--- src/rtl/hand_display_scheduler_if.sv ---
// Tracker-to-scheduler sample handshake: valid/ready plus per-hand flags and raw coordinates.
interface hand_display_scheduler_if;
  logic        s_valid;
  logic        s_ready;
  logic [1:0]  s_hand;
  logic [15:0] s_x1;
  logic [15:0] s_y1;
  logic [15:0] s_z1;
  logic [15:0] s_x2;
  logic [15:0] s_y2;
  logic [15:0] s_z2;

  modport master (
    output s_valid, s_hand, s_x1, s_y1, s_z1, s_x2, s_y2, s_z2,
    input  s_ready
  );

  modport slave (
    input  s_valid, s_hand, s_x1, s_y1, s_z1, s_x2, s_y2, s_z2,
    output s_ready
  );
endinterface

--- src/rtl/hand_display_scheduler.sv ---
// Frame-synchronous hand overlay scheduler: one pending sample is committed, scaled and clamped at each vsync fall.
// Optional macro HAND_SMOOTH_EN averages a visible hand's new x/y with its previous display position.
module hand_display_scheduler #(
  parameter int unsigned STALE_FRAMES = 30,
  parameter int unsigned DISP_X_MAX   = 960,
  parameter int unsigned DISP_Y_MAX   = 704
) (
  input  logic                    vclock,
  input  logic                    reset_n,
  input  logic                    vsync,
  hand_display_scheduler_if.slave trk,
  output logic [15:0]             x1_disp,
  output logic [15:0]             y1_disp,
  output logic [15:0]             z1_disp,
  output logic [15:0]             x2_disp,
  output logic [15:0]             y2_disp,
  output logic [15:0]             z2_disp,
  output logic                    hand1_visible,
  output logic                    hand2_visible,
  output logic                    frame_commit
);

  localparam logic [7:0]  STALE_MAX = 8'(STALE_FRAMES);
  localparam logic [17:0] X_LIM     = 18'(DISP_X_MAX);
  localparam logic [17:0] Y_LIM     = 18'(DISP_Y_MAX);

  typedef enum logic {
    ST_IDLE   = 1'b0,
    ST_COMMIT = 1'b1
  } state_t;

  // Halve, triple and clamp in 18 bits so the clamp sees the full product.
  function automatic logic [15:0] scale_clamp(input logic [15:0] raw, input logic [17:0] lim);
    logic [17:0] prod;
    prod = ({2'b00, raw} >> 1) * 18'd3;
    if (prod > lim) begin
      scale_clamp = lim[15:0];
    end else begin
      scale_clamp = prod[15:0];
    end
  endfunction

  function automatic logic [7:0] stale_next(input logic refresh, input logic [7:0] cur);
    if (refresh) begin
      stale_next = 8'd0;
    end else if (cur < STALE_MAX) begin
      stale_next = cur + 8'd1;
    end else begin
      stale_next = cur;
    end
  endfunction

`ifdef HAND_SMOOTH_EN
  function automatic logic [15:0] smooth_avg(input logic [15:0] old_v, input logic [15:0] new_v);
    smooth_avg = 16'((17'(old_v) + 17'(new_v)) >> 1);
  endfunction
`endif

  state_t      state_r;
  logic        vs_d1_r, vs_d2_r;
  logic        pend_full_r;
  logic [1:0]  pend_hand_r;
  logic [15:0] pend_x1_r, pend_y1_r, pend_z1_r, pend_x2_r, pend_y2_r, pend_z2_r;
  logic [15:0] x1_disp_r, y1_disp_r, z1_disp_r, x2_disp_r, y2_disp_r, z2_disp_r;
  logic [7:0]  stale1_r, stale2_r;
  logic        hand1_visible_r, hand2_visible_r, frame_commit_r;

  logic        fall_s, ready_s, take_s, refresh1_s, refresh2_s;
  logic [15:0] x1_scaled_s, y1_scaled_s, x2_scaled_s, y2_scaled_s;
  logic [15:0] x1_new_s, y1_new_s, x2_new_s, y2_new_s;
  logic [7:0]  stale1_next_s, stale2_next_s;

  // Frame-boundary detect, handshake and next-value datapath for the commit cycle.
  always_comb begin
    fall_s        = vs_d2_r & ~vs_d1_r;
    ready_s       = ~pend_full_r & (state_r == ST_IDLE);
    take_s        = trk.s_valid & ready_s;
    refresh1_s    = pend_full_r & pend_hand_r[0];
    refresh2_s    = pend_full_r & pend_hand_r[1];
    x1_scaled_s   = scale_clamp(pend_x1_r, X_LIM);
    y1_scaled_s   = scale_clamp(pend_y1_r, Y_LIM);
    x2_scaled_s   = scale_clamp(pend_x2_r, X_LIM);
    y2_scaled_s   = scale_clamp(pend_y2_r, Y_LIM);
    stale1_next_s = stale_next(refresh1_s, stale1_r);
    stale2_next_s = stale_next(refresh2_s, stale2_r);
`ifdef HAND_SMOOTH_EN
    // A hand that was hidden jumps straight to its new position instead of averaging from a stale one.
    if (hand1_visible_r) begin
      x1_new_s = smooth_avg(x1_disp_r, x1_scaled_s);
      y1_new_s = smooth_avg(y1_disp_r, y1_scaled_s);
    end else begin
      x1_new_s = x1_scaled_s;
      y1_new_s = y1_scaled_s;
    end
    if (hand2_visible_r) begin
      x2_new_s = smooth_avg(x2_disp_r, x2_scaled_s);
      y2_new_s = smooth_avg(y2_disp_r, y2_scaled_s);
    end else begin
      x2_new_s = x2_scaled_s;
      y2_new_s = y2_scaled_s;
    end
`else
    x1_new_s = x1_scaled_s;
    y1_new_s = y1_scaled_s;
    x2_new_s = x2_scaled_s;
    y2_new_s = y2_scaled_s;
`endif
  end

  // Two-flop vsync synchronizer; idles high so reset release never looks like a fall.
  always_ff @(posedge vclock or negedge reset_n) begin
    if (!reset_n) begin
      vs_d1_r <= 1'b1;
      vs_d2_r <= 1'b1;
    end else begin
      vs_d1_r <= vsync;
      vs_d2_r <= vs_d1_r;
    end
  end

  // Scheduler FSM with the pending buffer, display registers and staleness tracking.
  always_ff @(posedge vclock or negedge reset_n) begin
    if (!reset_n) begin
      state_r         <= ST_IDLE;
      pend_full_r     <= 1'b0;
      pend_hand_r     <= 2'b00;
      pend_x1_r       <= 16'd0;
      pend_y1_r       <= 16'd0;
      pend_z1_r       <= 16'd0;
      pend_x2_r       <= 16'd0;
      pend_y2_r       <= 16'd0;
      pend_z2_r       <= 16'd0;
      x1_disp_r       <= 16'd0;
      y1_disp_r       <= 16'd0;
      z1_disp_r       <= 16'd0;
      x2_disp_r       <= 16'd0;
      y2_disp_r       <= 16'd0;
      z2_disp_r       <= 16'd0;
      stale1_r        <= STALE_MAX;
      stale2_r        <= STALE_MAX;
      hand1_visible_r <= 1'b0;
      hand2_visible_r <= 1'b0;
      frame_commit_r  <= 1'b0;
    end else begin
      case (state_r)
        ST_IDLE: begin
          frame_commit_r <= 1'b0;
          if (fall_s) begin
            state_r <= ST_COMMIT;
          end else begin
            state_r <= ST_IDLE;
          end
          if (take_s) begin
            pend_full_r <= 1'b1;
            pend_hand_r <= trk.s_hand;
            pend_x1_r   <= trk.s_x1;
            pend_y1_r   <= trk.s_y1;
            pend_z1_r   <= trk.s_z1;
            pend_x2_r   <= trk.s_x2;
            pend_y2_r   <= trk.s_y2;
            pend_z2_r   <= trk.s_z2;
          end
        end
        ST_COMMIT: begin
          state_r        <= ST_IDLE;
          frame_commit_r <= 1'b1;
          pend_full_r    <= 1'b0;
          if (refresh1_s) begin
            x1_disp_r <= x1_new_s;
            y1_disp_r <= y1_new_s;
            z1_disp_r <= pend_z1_r;
          end
          if (refresh2_s) begin
            x2_disp_r <= x2_new_s;
            y2_disp_r <= y2_new_s;
            z2_disp_r <= pend_z2_r;
          end
          stale1_r        <= stale1_next_s;
          stale2_r        <= stale2_next_s;
          hand1_visible_r <= (stale1_next_s < STALE_MAX);
          hand2_visible_r <= (stale2_next_s < STALE_MAX);
        end
        default: begin
          state_r        <= ST_IDLE;
          frame_commit_r <= 1'b0;
          pend_full_r    <= 1'b0;
        end
      endcase
    end
  end

  assign trk.s_ready   = ready_s;
  assign x1_disp       = x1_disp_r;
  assign y1_disp       = y1_disp_r;
  assign z1_disp       = z1_disp_r;
  assign x2_disp       = x2_disp_r;
  assign y2_disp       = y2_disp_r;
  assign z2_disp       = z2_disp_r;
  assign hand1_visible = hand1_visible_r;
  assign hand2_visible = hand2_visible_r;
  assign frame_commit  = frame_commit_r;

endmodule

--- src/flat_wrapper.sv ---
// flat-port wrapper written by rule: the top's interface ports become plain ports
module hand_display_scheduler_flat 
#(
  parameter int unsigned STALE_FRAMES = 30,
  parameter int unsigned DISP_X_MAX   = 960,
  parameter int unsigned DISP_Y_MAX   = 704
)
  (vclock, reset_n, vsync, x1_disp, y1_disp, z1_disp, x2_disp, y2_disp, z2_disp, hand1_visible, hand2_visible, frame_commit, trk_s_valid, trk_s_hand, trk_s_x1, trk_s_y1, trk_s_z1, trk_s_x2, trk_s_y2, trk_s_z2, trk_s_ready);
  hand_display_scheduler_if trk_i ();
  input  logic vclock;
  input  logic reset_n;
  input  logic vsync;
  output logic [15:0] x1_disp;
  output logic [15:0] y1_disp;
  output logic [15:0] z1_disp;
  output logic [15:0] x2_disp;
  output logic [15:0] y2_disp;
  output logic [15:0] z2_disp;
  output logic hand1_visible;
  output logic hand2_visible;
  output logic frame_commit;
  input wire logic [$bits(trk_i.s_valid)-1:0] trk_s_valid;
  input wire logic [$bits(trk_i.s_hand)-1:0] trk_s_hand;
  input wire logic [$bits(trk_i.s_x1)-1:0] trk_s_x1;
  input wire logic [$bits(trk_i.s_y1)-1:0] trk_s_y1;
  input wire logic [$bits(trk_i.s_z1)-1:0] trk_s_z1;
  input wire logic [$bits(trk_i.s_x2)-1:0] trk_s_x2;
  input wire logic [$bits(trk_i.s_y2)-1:0] trk_s_y2;
  input wire logic [$bits(trk_i.s_z2)-1:0] trk_s_z2;
  output wire logic [$bits(trk_i.s_ready)-1:0] trk_s_ready;
  assign trk_i.s_valid = trk_s_valid;
  assign trk_i.s_hand = trk_s_hand;
  assign trk_i.s_x1 = trk_s_x1;
  assign trk_i.s_y1 = trk_s_y1;
  assign trk_i.s_z1 = trk_s_z1;
  assign trk_i.s_x2 = trk_s_x2;
  assign trk_i.s_y2 = trk_s_y2;
  assign trk_i.s_z2 = trk_s_z2;
  assign trk_s_ready = trk_i.s_ready;
  hand_display_scheduler #(.STALE_FRAMES(STALE_FRAMES), .DISP_X_MAX(DISP_X_MAX), .DISP_Y_MAX(DISP_Y_MAX)) u_core (.vclock(vclock), .reset_n(reset_n), .vsync(vsync), .trk(trk_i), .x1_disp(x1_disp), .y1_disp(y1_disp), .z1_disp(z1_disp), .x2_disp(x2_disp), .y2_disp(y2_disp), .z2_disp(z2_disp), .hand1_visible(hand1_visible), .hand2_visible(hand2_visible), .frame_commit(frame_commit));
endmodule
--- config.mk ---
export PLATFORM = sky130hd
export DESIGN_NAME = hand_display_scheduler_flat
export DESIGN_NICKNAME = d
export VERILOG_FILES = /design/src/rtl/hand_display_scheduler_if.sv /design/src/rtl/hand_display_scheduler.sv /design/src/flat_wrapper.sv
export SDC_FILE = /design/constraint.sdc
export NUM_CORES = 1
export LEC_CHECK = 0
export ABC_CLOCK_PERIOD_IN_PS = 3700
export BUFFER_PORTS_ARGS = -buffer_cell sky130_fd_sc_hd__buf_2
export CAP_MARGIN = 30
export CELL_PAD_IN_SITES_DETAIL_PLACEMENT = 0
export CELL_PAD_IN_SITES_GLOBAL_PLACEMENT = 1
export CORE_ASPECT_RATIO = 0.6
export CORE_UTILIZATION = 44
export CTS_CLUSTER_DIAMETER = 150
export DETAILED_ROUTE_END_ITERATION = 8
export GPL_TIMING_DRIVEN = 0
export PLACE_DENSITY = 0.85
export SYNTH_ARGS = -nofsm -noshare
export SYNTH_HDL_FRONTEND = slang
export SYNTH_SLANG_ARGS = --single-unit
--- constraint.sdc ---
create_clock -name vclock -period 3.7 [get_ports vclock]
set_input_delay 0 -clock vclock [delete_from_list [all_inputs] [get_ports vclock]]
set_output_delay 0 -clock vclock [all_outputs]
set_load 0.01 [all_outputs]
==> metrics.md <==
| Metric | Value |
|---|---|
| Vias in the first global route | roughly 9000 |
| Post-Syn Nets | 1244 |
| Post-synthesis cell count | approximately 1100 |
| Asr flop ratio synth | between 90% and 100% |
| Worst endpoint required time | between 4 and 5 ns |
| P_leak | around 6.8 nW |
| PD cells | 687 mW/mm² |
| Vias/cell | between 5 and 6 |
| Max-Cap Viols | 0 |
| Antenna Nets Post-Route | 0 |
| Largest family of logic cells by synthesized area | simple AND/OR/NAND/NOR gates |
| Setup WS post-layout | 0.501 ns |
| Clk buf depth | 3 |
| Synth unique cells | 76 |
| Compound-Gate Fraction of Synth Area | between 10% and 20% |
| Avg Cell Area, Syn | between 10 and 15 µm² |
| Largest net degree at the start of global routing | about 120 |
| Startpoint Class | flip-flop |
| Wire per inst | 16.8 µm |
| Post-Syn Area | around 0.011 mm² |
| CP Capture Type | flip-flop |
| Gates resized, CTS repair | 0 |
| H-tree Lvls | 1 |
| Most frequent cells in the layout | dfrtp_1, buf_2, nand2_1, dlygate4sd3_1, mux2_2 |
| CP Max Fanout | 7 |
| DRC | 0 |
| Layout cells sized above 1 | 25.7% |
| Fmax | ~310 MHz |
| Setup Skew | between 0.015 and 0.02 ns |
| DP HPWL | ~21 mm |
| Setup-failing EPs final | 0 |
| Worst-Margin Slew | between 0.8 and 0.9 ns |
| Worst vdd ir | 0.301 mV |
| Die width | between 200 and 250 µm |
| CTS Buf Count | 22 |
| Total negative setup slack | 0 ns |
| Via count | approximately 9100 |
| Commonest non-fill, non-tap cell in the layout | dfrtp_1 |
| Status | complete, no violations |
| Area grow syn2layout | 29.0% |
| Dpl ws | approximately 0.57 ns |
| Overflow after GRT | 0 |
| RSZ-0062 raised after global routing | no |
| Io pins | about 200 |
| Dpl cell area | between 0.01 and 0.015 mm² |
| Insertion delay to the later sink of the worst-skew pair | approximately 0.52 ns |
| Shortest period the worst path allows | between 3 and 4 ns |
| Sink Count | 213 |
| Core Rows | 44 |
| Total track usage | between 20% and 30% |
| Fin util | between 50% and 60% |
| Core area | about 0.024 mm² |
| Hold Path Class | in -> async |
| Die area | approximately 0.026 mm² |
| Crit Path Class | reg -> reg |
| Antenna violations before repair | 0 |
| Most common flop cell mapped by yosys | dfrtp_1 |
| Fin. max-slew vios | 0 |
| EDFF count, synth | 0 |
| CTS tree | built |
| Simple-gate area share of the yosys netlist | roughly 16% |
| Warnings, synthesis | 0 |
| # nets final | 1563 |
| Crit path DAT | around 3.6 ns |
| Clk root buf | clkbuf_16 |
| Starting DRC count in detailed routing | 563 |
| Die span in y | between 100 and 150 µm |
| Slew headroom | roughly two fifths |
| First-pass GRT wire length | approximately 48 mm |
| Tcrit/Tclk final | approximately 86% |
| Post-synthesis sequential element count | 213 |
| Diode count | 0 |
| Mux cell area share after synthesis | 9.16% |
| DR pass1 iterations | 5 |
| Sequential share of the synthesized area | a little under half |
| CTS clk-pin slew, worst paths | 0.06 ns |
| # port buffers | about 200 |
| Fin area | ~0.014 mm² |
| Total wire length | ~29 mm |
| Initial Utilization | a little under half |
| Synth Area in Adders | 8.14% |
| Placer congestion estimate | 0.865 |
| Synth Area in XOR/XNOR | under 10% |
| Final Hold Viols | 0 |
worst max-delay path, cell delays in order (launching register included):
cell	delay (ns)
dfrtp_1	0.39
ha_1	0.22
inv_1	0.07
fa_1	0.40
nand2b_1	0.18
a21o_1	0.21
a21oi_1	0.29
a2111oi_0	0.18
nor3_1	0.26
mux2i_1	0.51
nor3_4	0.13
a22o_1	0.23
power breakdown:
group          switching, W  leakage (nW)  internal, W
logic               0.00233          3.81      0.00176
clock network      0.000950         0.407      0.00155
registers          0.000397          2.61      0.00288
total               0.00368          6.83      0.00619
per-stage QoR:
stage / hold WS, ns / std cells / total power [W]
finish: 0.0978 / 1728 / 0.00987
global route: 0.161 / 1728 / 0.0105
CTS: 0.111 / 1728 / 0.00988
detailed placement: 0.0766 / 1592 / 0.00725
global placement: 0.108 / 1591 / 0.00717
floorplan: -0.296 / 1072 / 0.00613
cell families after synthesis:
family / after synthesis
simple gates: 366
compound gates: 234
flops: 213
mux: 91
buf+inv: 70
fa+ha+maj: 70
xor+xnor: 28
synthesized netlist by cell type (all sizes together) (16+ instances only):
library cell	count	area, µm²
inv	38	143
a21oi	52	264
clkbuf	28	105
o21ai	68	374
ha	66	826
mux2	84	950
xor2	18	158
nor2b	41	264
nand2b	16	108
nand2	167	627
dfrtp	203	5080
nor2	65	244
metal layers:
| layer | up-vias | routed length [µm] | GRT usage, % |
|---|---|---|---|
| met5 | - | 0 | 0 |
| met1 | 4352 | 15400 | 35.7 |
| li1 | 4459 | - | - |
| met2 | 212 | 11800 | 32.6 |
| met3 | 33 | 1520 | 4.42 |
| met4 | 0 | 367 | 3.47 |
sequential cells by signal, indices dropped and copies added, names as in the netlist, 2 cells and up:
name and count:
u_core.stale1_r 8, u_core.y1_disp 16, u_core.x1_disp 16, u_core.pend_x1_r 15, u_core.y2_disp 16, u_core.pend_hand_r 2
u_core.pend_z2_r 16, u_core.pend_y2_r 15, u_core.x2_disp 16, u_core.stale2_r 8, u_core.pend_z1_r 16, u_core.z1_disp 16
u_core.pend_x2_r 15, u_core.pend_y1_r 15, u_core.z2_disp 16
path summary, 6_finish.rpt:
check	from	endpoint	slack [ns]	cells past startpoint
setup / recovery	u_core.pend_x1_r[1]$_DFFE_PN0P_	u_core.x1_disp[1]$_DFFE_PN0P_	0.50	11
hold / removal	reset_n	u_core.y1_disp[11]$_DFFE_PN0P_	0.1	2
setup reg to reg	u_core.pend_x1_r[1]$_DFFE_PN0P_	u_core.x1_disp[1]$_DFFE_PN0P_	0.50	11
hold reg to reg	u_core.vs_d1_r$_DFF_PN1_	u_core.vs_d2_r$_DFF_PN1_	0.37	0
max in group asynchronous	reset_n	u_core.pend_x2_r[14]$_DFFE_PN0P_	2.49	3
min in group vclock	vsync	u_core.vs_d1_r$_DFF_PN1_	0.16	2
layout make-up:
| class | instances | area [µm²] |
|---|---|---|
| Tap cell | 322 | 403 |
| Multi-Input combinational cell | 789 | 5530 |
| Clock inverter | 8 | 154 |
| Buffer | 32 | 120 |
| Clock buffer | 31 | 674 |
| Timing Repair Buffer | 295 | 1990 |
| Sequential cell | 213 | 5340 |
| Inverter | 38 | 143 |
| Fill cell | 2100 | 10100 |
repair_timing:
item	in CTS	in global routing
hold buffers	97	0
setup buffers	0	0
hold endpoints to repair	189	0
Note: power is estimated with default switching activity, not from simulation.
